## config.mk

```make
export PLATFORM = sky130hd
export DESIGN_NAME = channel_feature_serializer
export DESIGN_NICKNAME = d
export VERILOG_FILES = /design/src/rtl/channel_feature_serializer.sv
export SDC_FILE = /design/constraint.sdc
export NUM_CORES = 1
export LEC_CHECK = 0
export CELL_PAD_IN_SITES_DETAIL_PLACEMENT = 2
export CELL_PAD_IN_SITES_GLOBAL_PLACEMENT = 2
export CORE_MARGIN = 2
export CORE_UTILIZATION = 38
export DETAILED_ROUTE_END_ITERATION = 10
export GPL_TIMING_DRIVEN = 1
export PLACE_DENSITY_LB_ADDON = 0.2
export SKIP_CTS_REPAIR_TIMING = 1
export SYNTH_ARGS = -nofsm -noshare
export SYNTH_HDL_FRONTEND = slang
export SYNTH_SLANG_ARGS = --single-unit
```

## constraint.sdc

```tcl
create_clock -name clk -period 14.6 [get_ports clk]
set_input_delay 2.92 -clock clk [delete_from_list [all_inputs] [get_ports clk]]
set_output_delay 2.92 -clock clk [all_outputs]
set_load 0.01 [all_outputs]
```

## src/rtl/channel_feature_serializer.sv

```systemverilog
// Snapshots a frame of channel energies, scans one channel per cycle for sum/max, then holds the record for a valid/ready handshake.
// Optional min/argmin tracking and ports are enabled by defining FEAT_MIN_EN.
module channel_feature_serializer #(
  parameter int NUM_CHANNELS = 8,
  parameter int EW = 32,
  localparam int IW = $clog2(NUM_CHANNELS),
  localparam int SW = EW + IW
) (
  input  logic                     clk,
  input  logic                     rst,
  input  logic                     frame_ready,
  input  logic [NUM_CHANNELS*EW-1:0] chan_energy,
  output logic                     feat_valid,
  input  logic                     feat_ready,
  output logic [SW-1:0]            feat_total,
  output logic [EW-1:0]            feat_max,
  output logic [IW-1:0]            feat_argmax,
`ifdef FEAT_MIN_EN
  output logic [EW-1:0]            feat_min,
  output logic [IW-1:0]            feat_argmin,
`endif
  output logic                     busy,
  output logic [7:0]               overrun_cnt
);

  typedef enum logic [1:0] {IDLE, SCAN, HOLD} state_t;

  state_t state, state_next;

  logic [EW-1:0] snap [NUM_CHANNELS];
  logic [IW-1:0] idx;
  logic [SW-1:0] acc_total;
  logic [EW-1:0] acc_max;
  logic [IW-1:0] acc_argmax;
`ifdef FEAT_MIN_EN
  logic [EW-1:0] acc_min;
  logic [IW-1:0] acc_argmin;
`endif

  logic          accept;
  logic          drop;
  logic          publish;
  logic          handshake;
  logic          last;
  logic [EW-1:0] word;

  assign word      = snap[idx];
  assign last      = (idx == IW'(NUM_CHANNELS - 1));
  assign handshake = feat_valid && feat_ready;
  assign busy      = (state != IDLE);

  always_ff @(posedge clk) begin
    if (rst) state <= IDLE;
    else     state <= state_next;
  end

  // HOLD spends its first cycle publishing the finished accumulators, giving NUM_CHANNELS+1 cycles of latency.
  always_comb begin
    state_next = state;
    accept     = 1'b0;
    drop       = 1'b0;
    publish    = 1'b0;
    case (state)
      IDLE: begin
        if (frame_ready) begin
          accept     = 1'b1;
          state_next = SCAN;
        end
      end
      SCAN: begin
        drop = frame_ready;
        if (last) state_next = HOLD;
      end
      HOLD: begin
        if (handshake) begin
          if (frame_ready) begin
            accept     = 1'b1;
            state_next = SCAN;
          end else begin
            state_next = IDLE;
          end
        end else begin
          drop    = frame_ready;
          publish = !feat_valid;
        end
      end
      default: state_next = IDLE;
    endcase
  end

  always_ff @(posedge clk) begin
    if (accept) begin
      for (int k = 0; k < NUM_CHANNELS; k++) snap[k] <= chan_energy[k*EW +: EW];
    end
  end

  // Channel 0 seeds the extremes; later channels replace them only on a strict improvement.
  always_ff @(posedge clk) begin
    if (rst || accept) begin
      idx        <= '0;
      acc_total  <= '0;
      acc_max    <= '0;
      acc_argmax <= '0;
`ifdef FEAT_MIN_EN
      acc_min    <= '0;
      acc_argmin <= '0;
`endif
    end else if (state == SCAN) begin
      idx <= last ? '0 : idx + IW'(1);
      if (idx == '0) begin
        acc_total  <= SW'(word);
        acc_max    <= word;
        acc_argmax <= '0;
`ifdef FEAT_MIN_EN
        acc_min    <= word;
        acc_argmin <= '0;
`endif
      end else begin
        acc_total <= acc_total + SW'(word);
        if (word > acc_max) begin
          acc_max    <= word;
          acc_argmax <= idx;
        end
`ifdef FEAT_MIN_EN
        if (word < acc_min) begin
          acc_min    <= word;
          acc_argmin <= idx;
        end
`endif
      end
    end
  end

  always_ff @(posedge clk) begin
    if (rst) begin
      feat_valid  <= 1'b0;
      feat_total  <= '0;
      feat_max    <= '0;
      feat_argmax <= '0;
`ifdef FEAT_MIN_EN
      feat_min    <= '0;
      feat_argmin <= '0;
`endif
    end else if (publish) begin
      feat_valid  <= 1'b1;
      feat_total  <= acc_total;
      feat_max    <= acc_max;
      feat_argmax <= acc_argmax;
`ifdef FEAT_MIN_EN
      feat_min    <= acc_min;
      feat_argmin <= acc_argmin;
`endif
    end else if (state == HOLD && handshake) begin
      feat_valid <= 1'b0;
    end
  end

  always_ff @(posedge clk) begin
    if (rst)                            overrun_cnt <= '0;
    else if (drop && overrun_cnt != 8'hFF) overrun_cnt <= overrun_cnt + 8'd1;
  end

endmodule

```

======== Word-level counts from Yosys, hierarchy flattened ========
Memories as Yosys holds them, arrays and structs flattened. A register that Yosys moved wholly into a read port is not among the register bits.
Index checks and enable logic that the tools add are counted.
storage, ports and cells
  bits of input ports ..................... 260
  logic and storage cells ................. 58
  RAM bits ................................ 256
  output and inout bits ................... 80
  flip-flop bits (word level) ............. 154
  memories kept ........................... 1
cells by class
  $add $sub $neg .......................... 3
  reductions and logical operators ........ 12
  equality and inequality tests ........... 7
  mux-type cells .......................... 24
  $lt $le $gt $ge ......................... 1
memory list
  name  depth  width  read ports  clocked after Yosys merged registers in  wr ports  RTL line  source
  snap  8      32     1           1                                        8         30        logic [EW-1:0] snap [NUM_CHANNELS];
operator list
  operator                                                         count
  32-bit 2-to-1 mux                                                2
  35-bit by 32-bit adder with 35-bit output                        1
  35-bit 2-to-1 mux                                                1
  32-bit greater-than comparator                                   1
  3-bit 2-to-1 mux                                                 5
  1-bit 2-to-1 mux                                                 10
  8-bit by 1-bit adder with 8-bit output, second input constant    1
  8-bit inequality test, second input constant                     1
  2-bit 2-to-1 mux                                                 3
  2-bit inequality test, second input constant                     3
  2-bit one-hot mux with 3 select lines                            1
  2-bit nonzero test                                               3
  1-bit one-hot mux with 2 select lines                            2
  3-bit by 1-bit adder with 3-bit output, second input constant    1
  3-bit == test, second input constant                             1
  1-bit logical AND                                                3
  3-bit zero test                                                  1
  3-bit AND reduction                                              1
  2-bit by 1-bit == test with 1-bit output, second input constant  1
  2-bit == test, second input constant                             1
  2-bit zero test                                                  1
  2-bit AND reduction                                              1
  1-bit zero test                                                  1
  1-bit logical OR                                                 1

======== Depth between registers and ports, before layout ========
Gate-level depths: netlist of the first run.
  word-level depth ........................ 5
  gate-level depth with buffers ........... 17
  mapped depth without buffers ............ 15

======== Worst setup path after synthesis of the first run ========
No wires, ideal clock.
  kind .................................... input to register
  from .................................... in feat_ready
  to ...................................... reg acc_total[28]
  data required time ...................... 14473 ps
  buffers on the path ..................... 0
  stages on the path ...................... 6
  slack ................................... 4171 ps
  setup time .............................. 127 ps
  arrival ................................. 10302 ps
  cells stage by stage .................... and3_1 o21a_1 nor2_1 nand3_1 o32a_1 nand3_1
between the ends
  cells in the longest elaborated chain, start to end .. 4
RTL lines
  element                                RTL line  source
  start: declaration                     14        input logic feat_ready,
  1-bit logical AND                      49        assign handshake = feat_valid && feat_ready;
  1-bit 2-to-1 mux                       75        if (handshake) begin
  1-bit one-hot mux with 2 select lines  63        case (state)
  named net accept                       40        logic accept;
  1-bit logical OR                       99        if (rst || accept) begin
  end signal: assignment                 111       acc_total <= SW'(word);
  end signal: assignment                 119       acc_total <= acc_total + SW'(word);
  end: declaration                       32        logic [SW-1:0] acc_total;
The timed path passes the listed nets, and every way through them passes these cells.
A chain may end at the register's enable or synchronous reset.

==> flow_summary_export.csv, run 1 <==
group,metric,value,unit
logic_synthesis,yosysSeqAreaShare,59.8,%
drt,via_per_inst,5.43,
sta,fmax,150,MHz
global_routing,grt_pass1_vias,14900,
sta,fin_crit_sh,45.8,%
cts,cts_tree,"yes",
logic_synthesis,muxShareOfSynthArea,10.4,%
worst_setup_path,worstPathRequired,14.80,ns
floorplan,die_h,222,um
logic_synthesis,synth_flop_cell,"edfxtp_1",
run_status,status,"finished, final reports clean",
final_layout,nFillCells,4476,
global_routing,track_usage,24.3,%
sta,finClkSkew,0.0314,ns
place,dp_hpwl,43.7,mm
place,io_buffers,339,
cts,h-tree-depth,2,
final_layout,layout_common_cells,"clkdlybuf4s50_1, edfxtp_1, nand2_1",
logic_synthesis,synth_edf_count,256,
sta,drv_slew,0,
cts,numCtsBuffers,46,
logic_synthesis,syn_area_per_cell,12.5,sq um
sta,hold_violations,0,
final_layout,layout_commonest_cell,"clkdlybuf4s50_1",
final_layout,nets,2108,
drt,vias,13100,
logic_synthesis,synth-simple-area-share,9.22,%
final_layout,area_growth,30.3,%
final_layout,antenna_cells,0,
flow_run,drv_cap,0,
worst_setup_path,reg2reg_to,"acc_total[24]",
place,dpl_worst_slack,7.31,ns
power,vdd_ir_drop_max,94.3,uV
global_routing,grt_max_degree,87,
worst_setup_path,critPathKind,"input port to flop",
sta,relSlewSlack,26.3,%
min_path,hold_class,"flop to flop",
min_path,hold_start,"feat_total[16]",
floorplan,rows,79,
cts,clkLatencyLatePin,0.60,ns
worst_setup_path,critPathLaunchType,"input port",
final_layout,multi_input_area,6790,sq um
logic_synthesis,synth_top_family_by_area,"compound AO/OA/AOI/OAI gates",
logic_synthesis,syn_area,18100,sq um
cts,cts.clk_slew.worst_paths,0.06,ns
sta,fin_hold_ws,0.457,ns
sta,worstMarginPinSlew,1.11,ns
cts,clock-sinks,413,
min_path,hold_depth,2,
worst_setup_path,worstPathMaxFanout,86,
floorplan,coreArea,46800,sq um
logic_synthesis,netlist_instances,1452,
floorplan,start_util,38.7,%
sta,setup-tns-final,0,ns
logic_synthesis,syn_nets,1786,
drt,drc,0,
worst_setup_path,crit_arrival,6.89,ns
power,p_leak,8.16,nW
sta,min_period,6.68,ns
logic_synthesis,yosys_warnings,0,
logic_synthesis,synth-seq-cells,413,
worst_setup_path,crit_path_end_kind,"flop",
drt,postRouteAntennaNets,0,
drt,wl_per_cell,24.7,um
final_layout,register_area,10800,sq um
floorplan,num_io_pins,340,
drt,drt_iter0_markers,679,
sta,rsz0062_at_grt,"no",
worst_setup_path,reg2reg_slack,9.26,ns
sta,finalWorstSetupSlack,7.92,ns
final_layout,fin_util,50.4,%
logic_synthesis,synthDistinctLibCells,69,
place,gp_congestion,0.826,
global_routing,grt_pass1_wl,90.7,mm
final_layout,drive_gt1_share,11.0,%
floorplan,die_w,222,um
worst_setup_path,ff2ff_path_depth,13,
cts,clockRootBuffer,"clkbuf_16",
global_routing,gr-total-overflow,0,
drt,drt_wl_total,59.6,mm
global_routing,antenna_found_initial,0,
min_path,min_to,"feat_total[16]",
logic_synthesis,synth_compound_area_share,11.1,%
logic_synthesis,ys_async_sr_fraction,0,%
power,power.density,170,nW/um^2
floorplan,die_area,49400,sq um
logic_synthesis,synthAdderAreaFrac,5.16,%
drt,drt_pre_antenna_iters,7,
sta,setup_viol,0,
cts,clk_path_buf_depth,3,
logic_synthesis,synthXorXnorAreaFrac,1.50,%
[flip-flops by register name, summed over array words and instances, names as in the netlist, named ones only]
name,cells
acc_max,32
feat_valid,1
idx,3
feat_argmax,3
state,2
feat_max,32
acc_argmax,3
feat_total,35
acc_total,35
overrun_cnt,8
snap,256
[power breakdown]
group / switching [mW] / internal, mW
logic: 0.773 / 0.471
clock network: 0.486 / 0.662
registers: 0.113 / 1.50
[critical path, stage by stage]
cell,delay (ns)
clkdlybuf4s50_1,0.47
and3_1,0.19
o21a_4,0.42
buf_4,0.74
buf_4,0.91
buf_4,0.97
[metrics by stage]
stage	total power, mW	instances	area, sq um
after floorplan	2.46	1452	18100
after global placement	2.79	2333	22100
after detailed placement	2.88	2333	22100
after CTS	4.04	2418	23600
after global routing	4.23	2418	23600
final	4.00	2418	23600
[how the worst max path moves through the flow]
stage	endpoint	start	depth (start not counted)
after floorplan	acc_total[28]	feat_ready	6
after global placement	snap[4][28]	feat_ready	6
after detailed placement	snap[3][30]	feat_ready	6
after CTS	snap[2][23]	feat_ready	6
after global routing	snap[2][23]	feat_ready	6
final	snap[2][23]	feat_ready	6
[cell usage after synthesis (all sizes together) (3+ instances only)]
library cell,n,area [sq um]
nor2b,8,50.1
o21a,5,37.5
o22ai,8,50.1
a21boi,3,22.5
nand2,205,772
inv,53,199
mux4,64,1440
buf,16,70.1
mux2,24,270
or3,3,18.8
nand4,20,125
xor2,12,105
o31ai,28,215
nand2b,9,56.3
nor2,76,290
clkbuf,64,240
dfxtp,157,3140
a211oi,17,128
edfxtp,256,7690
nor3,10,55.1
and2,3,18.8
and3,4,25.0
o21ai,36,184
a22oi,6,45.0
mux2i,17,170
o211ai,4,30.0
a21oi,141,706
or2,4,25.0
ha,73,913
a31oi,8,65.1
a311oi,5,43.8
a21o,23,173
nand3,32,160
o21bai,7,52.6
nor4,4,31.3
xnor2,19,166
[cell families after synthesis]
family | count (synthesis)
flip-flops | 413
AND/OR/NAND/NOR | 383
AO/OA/AOI/OAI | 313
buffers and inverters | 133
multiplexers | 105
adder cells (fa/ha/maj) | 74
XOR/XNOR | 31
[layout make-up]
class / instances / area share, %
inverters: 53 / 0.844
well taps: 607 / 3.22
clock buffers: 67 / 5.56
repair buffers: 354 / 14.9
flip-flops and latches: 413 / 46.0
multi-input cells: 906 / 28.8
clock inverters: 18 / 0.727
[routing by layer]
metal,wire (um),vias to the layer above,track usage [%]
met5,0,-,0
met4,1610,0,7.56
met3,2460,86,4.21
met2,30900,296,44.0
met1,24600,6709,29.4
li1,-,6044,-
(Power assumes the default switching activity.)
==> run 2: changes to the inputs <==
CORE_UTILIZATION = 35   (was 38)
clock period = 7 ns   (was 14.6 ns; I/O delays follow)
==> run 2 against run 1 <==
Compared with the run above:
- sequential power up 110%
- sequential share of layout area shrank 0.42 points
- highest routed layer is now met5
- combinational power grew 110%
- largest power group unchanged
- via count decreased by 0.71%
- cell area rose by 0.92%
==> flow_summary_export.csv, run 2 (synthesis results as in run 1) <==
group,metric,value,unit
final_layout,nets,2111,
drt,drt_iter0_markers,632,
power,power.density,359,nW/um^2
final_layout,largest_reg_flops,256,
cts,clock-sinks,413,
final_layout,multi_input_area,6790,sq um
power,p_comb_share,30.7,%
final_layout,layout_common_cells,"clkdlybuf4s50_1, edfxtp_1, nand2_1",
final_layout,antenna_cells,0,
power,p_int,5.62,mW
final_layout,drive_gt1_share,11.4,%
worst_setup_path,critPathLaunchType,"flop",
sta,worstMarginPinSlew,1.01,ns
drt,wl_per_cell,24.3,um
floorplan,start_util,35.3,%
power,p_seq_share,39.5,%
cts,clk_path_buf_depth,3,
place,gp_congestion,0.805,
final_layout,largest_registers,"snap x256, acc_total x35, feat_total x35",
place,dp_hpwl,43.7,mm
sta,fmax,190,MHz
place,dpl_worst_slack,1.74,ns
power,power_frac_clock,29.8,%
place,io_buffers,339,
worst_setup_path,cp_num_buf_inv,2,
final_layout,layout_commonest_cell,"clkdlybuf4s50_1",
run_status,status,"finished, final reports clean",
floorplan,num_io_pins,340,
worst_setup_path,path_depth,13,
worst_setup_path,crit_arrival,5.80,ns
sta,setup_viol,0,
worst_setup_path,worstPathMaxFanout,37,
sta,drv_slew,0,
flow_run,drv_cap,0,
global_routing,track_usage,22.7,%
worst_setup_path,critPathKind,"flop to flop",
floorplan,die_h,231,um
min_path,hold_depth,2,
global_routing,gr-total-overflow,0,
floorplan,die_area,53500,sq um
sta,fin_crit_sh,75.3,%
floorplan,die_w,231,um
cts,cts.clk_slew.worst_paths,0.06,ns
sta,min_period,5.27,ns
sta,setup-tns-final,0,ns
cts,clockRootBuffer,"clkbuf_16",
sta,finClkSkew,0.0173,ns
worst_setup_path,path_delay_family,"compound AO/OA/AOI/OAI gates",
drt,drc,0,
worst_setup_path,crit_path_top_delay_cell,"dfxtp_4",
global_routing,grt_pass1_wl,91.4,mm
min_path,hold_class,"flop to flop",
worst_setup_path,worstPathRequired,7.53,ns
final_layout,fin_util,46.5,%
sta,hold_violations,0,
cts,clkLatencyLatePin,0.59,ns
global_routing,grt_max_degree,167,
floorplan,coreArea,51200,sq um
final_layout,top_register,"snap",
floorplan,rows,83,
worst_setup_path,ff2ff_path_depth,13,
cts,cts_tree,"yes",
worst_setup_path,crit_path_end_kind,"flop",
worst_setup_path,cpPeakStageDelay,0.85,ns
sta,relSlewSlack,32.7,%
drt,drt_pre_antenna_iters,5,
final_layout,register_area,10800,sq um
final_layout,nFillCells,5076,
drt,drt_wl_total,60.5,mm
power,sw_frac_of_total,34.2,%
power,p_leak,8.23,nW
drt,postRouteAntennaNets,0,
drt,vias,13000,
cts,numCtsBuffers,47,
worst_setup_path,cp_common_cell,"a21o_1",
global_routing,antenna_found_initial,2,
worst_setup_path,crit_chain,"mux4_2, mux2i_1, inv_1, ha_1, a21o_1, a21o_1, a21oi_1, nor3_1, o31ai_1, nand3_2, buf_4, nor2_1, a22o_1",
global_routing,grt_pass1_vias,14500,
sta,rsz0062_at_grt,"no",
sta,finalWorstSetupSlack,1.73,ns
cts,h-tree-depth,2,
final_layout,area_growth,31.5,%
power,p_sw,2.92,mW
drt,via_per_inst,5.23,
power,vdd_ir_drop_max,243,uV
[run 2: path summary, 6_finish.rpt]
path / start / end / slack, ns
worst max register to register: flop / acc_argmax[0] / 1.73
worst max-delay path: flop / acc_argmax[0] / 1.73
worst min register to register: feat_total[18] / feat_total[18] / 0.46
worst min-delay path: feat_total[18] / feat_total[18] / 0.46
[run 2: worst reg2reg max path, stage by stage, from the launching register on]
cell     delay, ns
dfxtp_4       0.85
mux4_2        0.63
mux2i_1       0.54
inv_1         0.19
ha_1          0.35
a21o_1        0.20
a21o_1        0.18
a21oi_1       0.28
nor3_1        0.09
o31ai_1       0.43
nand3_2       0.61
buf_4         0.50
nor2_1        0.22
a22o_1        0.16
[run 2: routing by layer]
metal	global-route usage, %	up-vias	share of wire, %
li1	-	6041	-
met1	28.8	6630	43
met2	40.0	293	51
met3	4.29	74	4.6
met4	5.34	4	2.0
met5	0	-	0.040
[run 2: area by class of cell]
type / count / share of cell area (%)
tap: 680 / 3.58
timing repair buffer: 356 / 14.8
clock buffer: 59 / 5.30
inverter: 53 / 0.836
multi-input combinational: 906 / 28.6
clock inverter: 26 / 1.34
sequential: 413 / 45.6
[run 2: power groups by stage]
stage	clock (mW)	combinational, mW	sequential (mW)
finish	2.55	2.62	3.37
global route	2.70	2.90	3.42
floorplan	0	1.75	3.32
detailed placement	0	2.61	3.42
global placement	0	2.50	3.38
CTS	2.61	2.64	3.38
[run 2: stage by stage]
stage               power, mW  cell area (sq um)  hold WS, ns  cells
floorplan                5.08              18100        0.432   1452
global placement         5.88              22200        0.443   2408
detailed placement       6.03              22200        0.449   2408
CTS                      8.63              23800        0.457   2493
global route             9.01              23800        0.479   2493
finish                   8.54              23800        0.455   2493
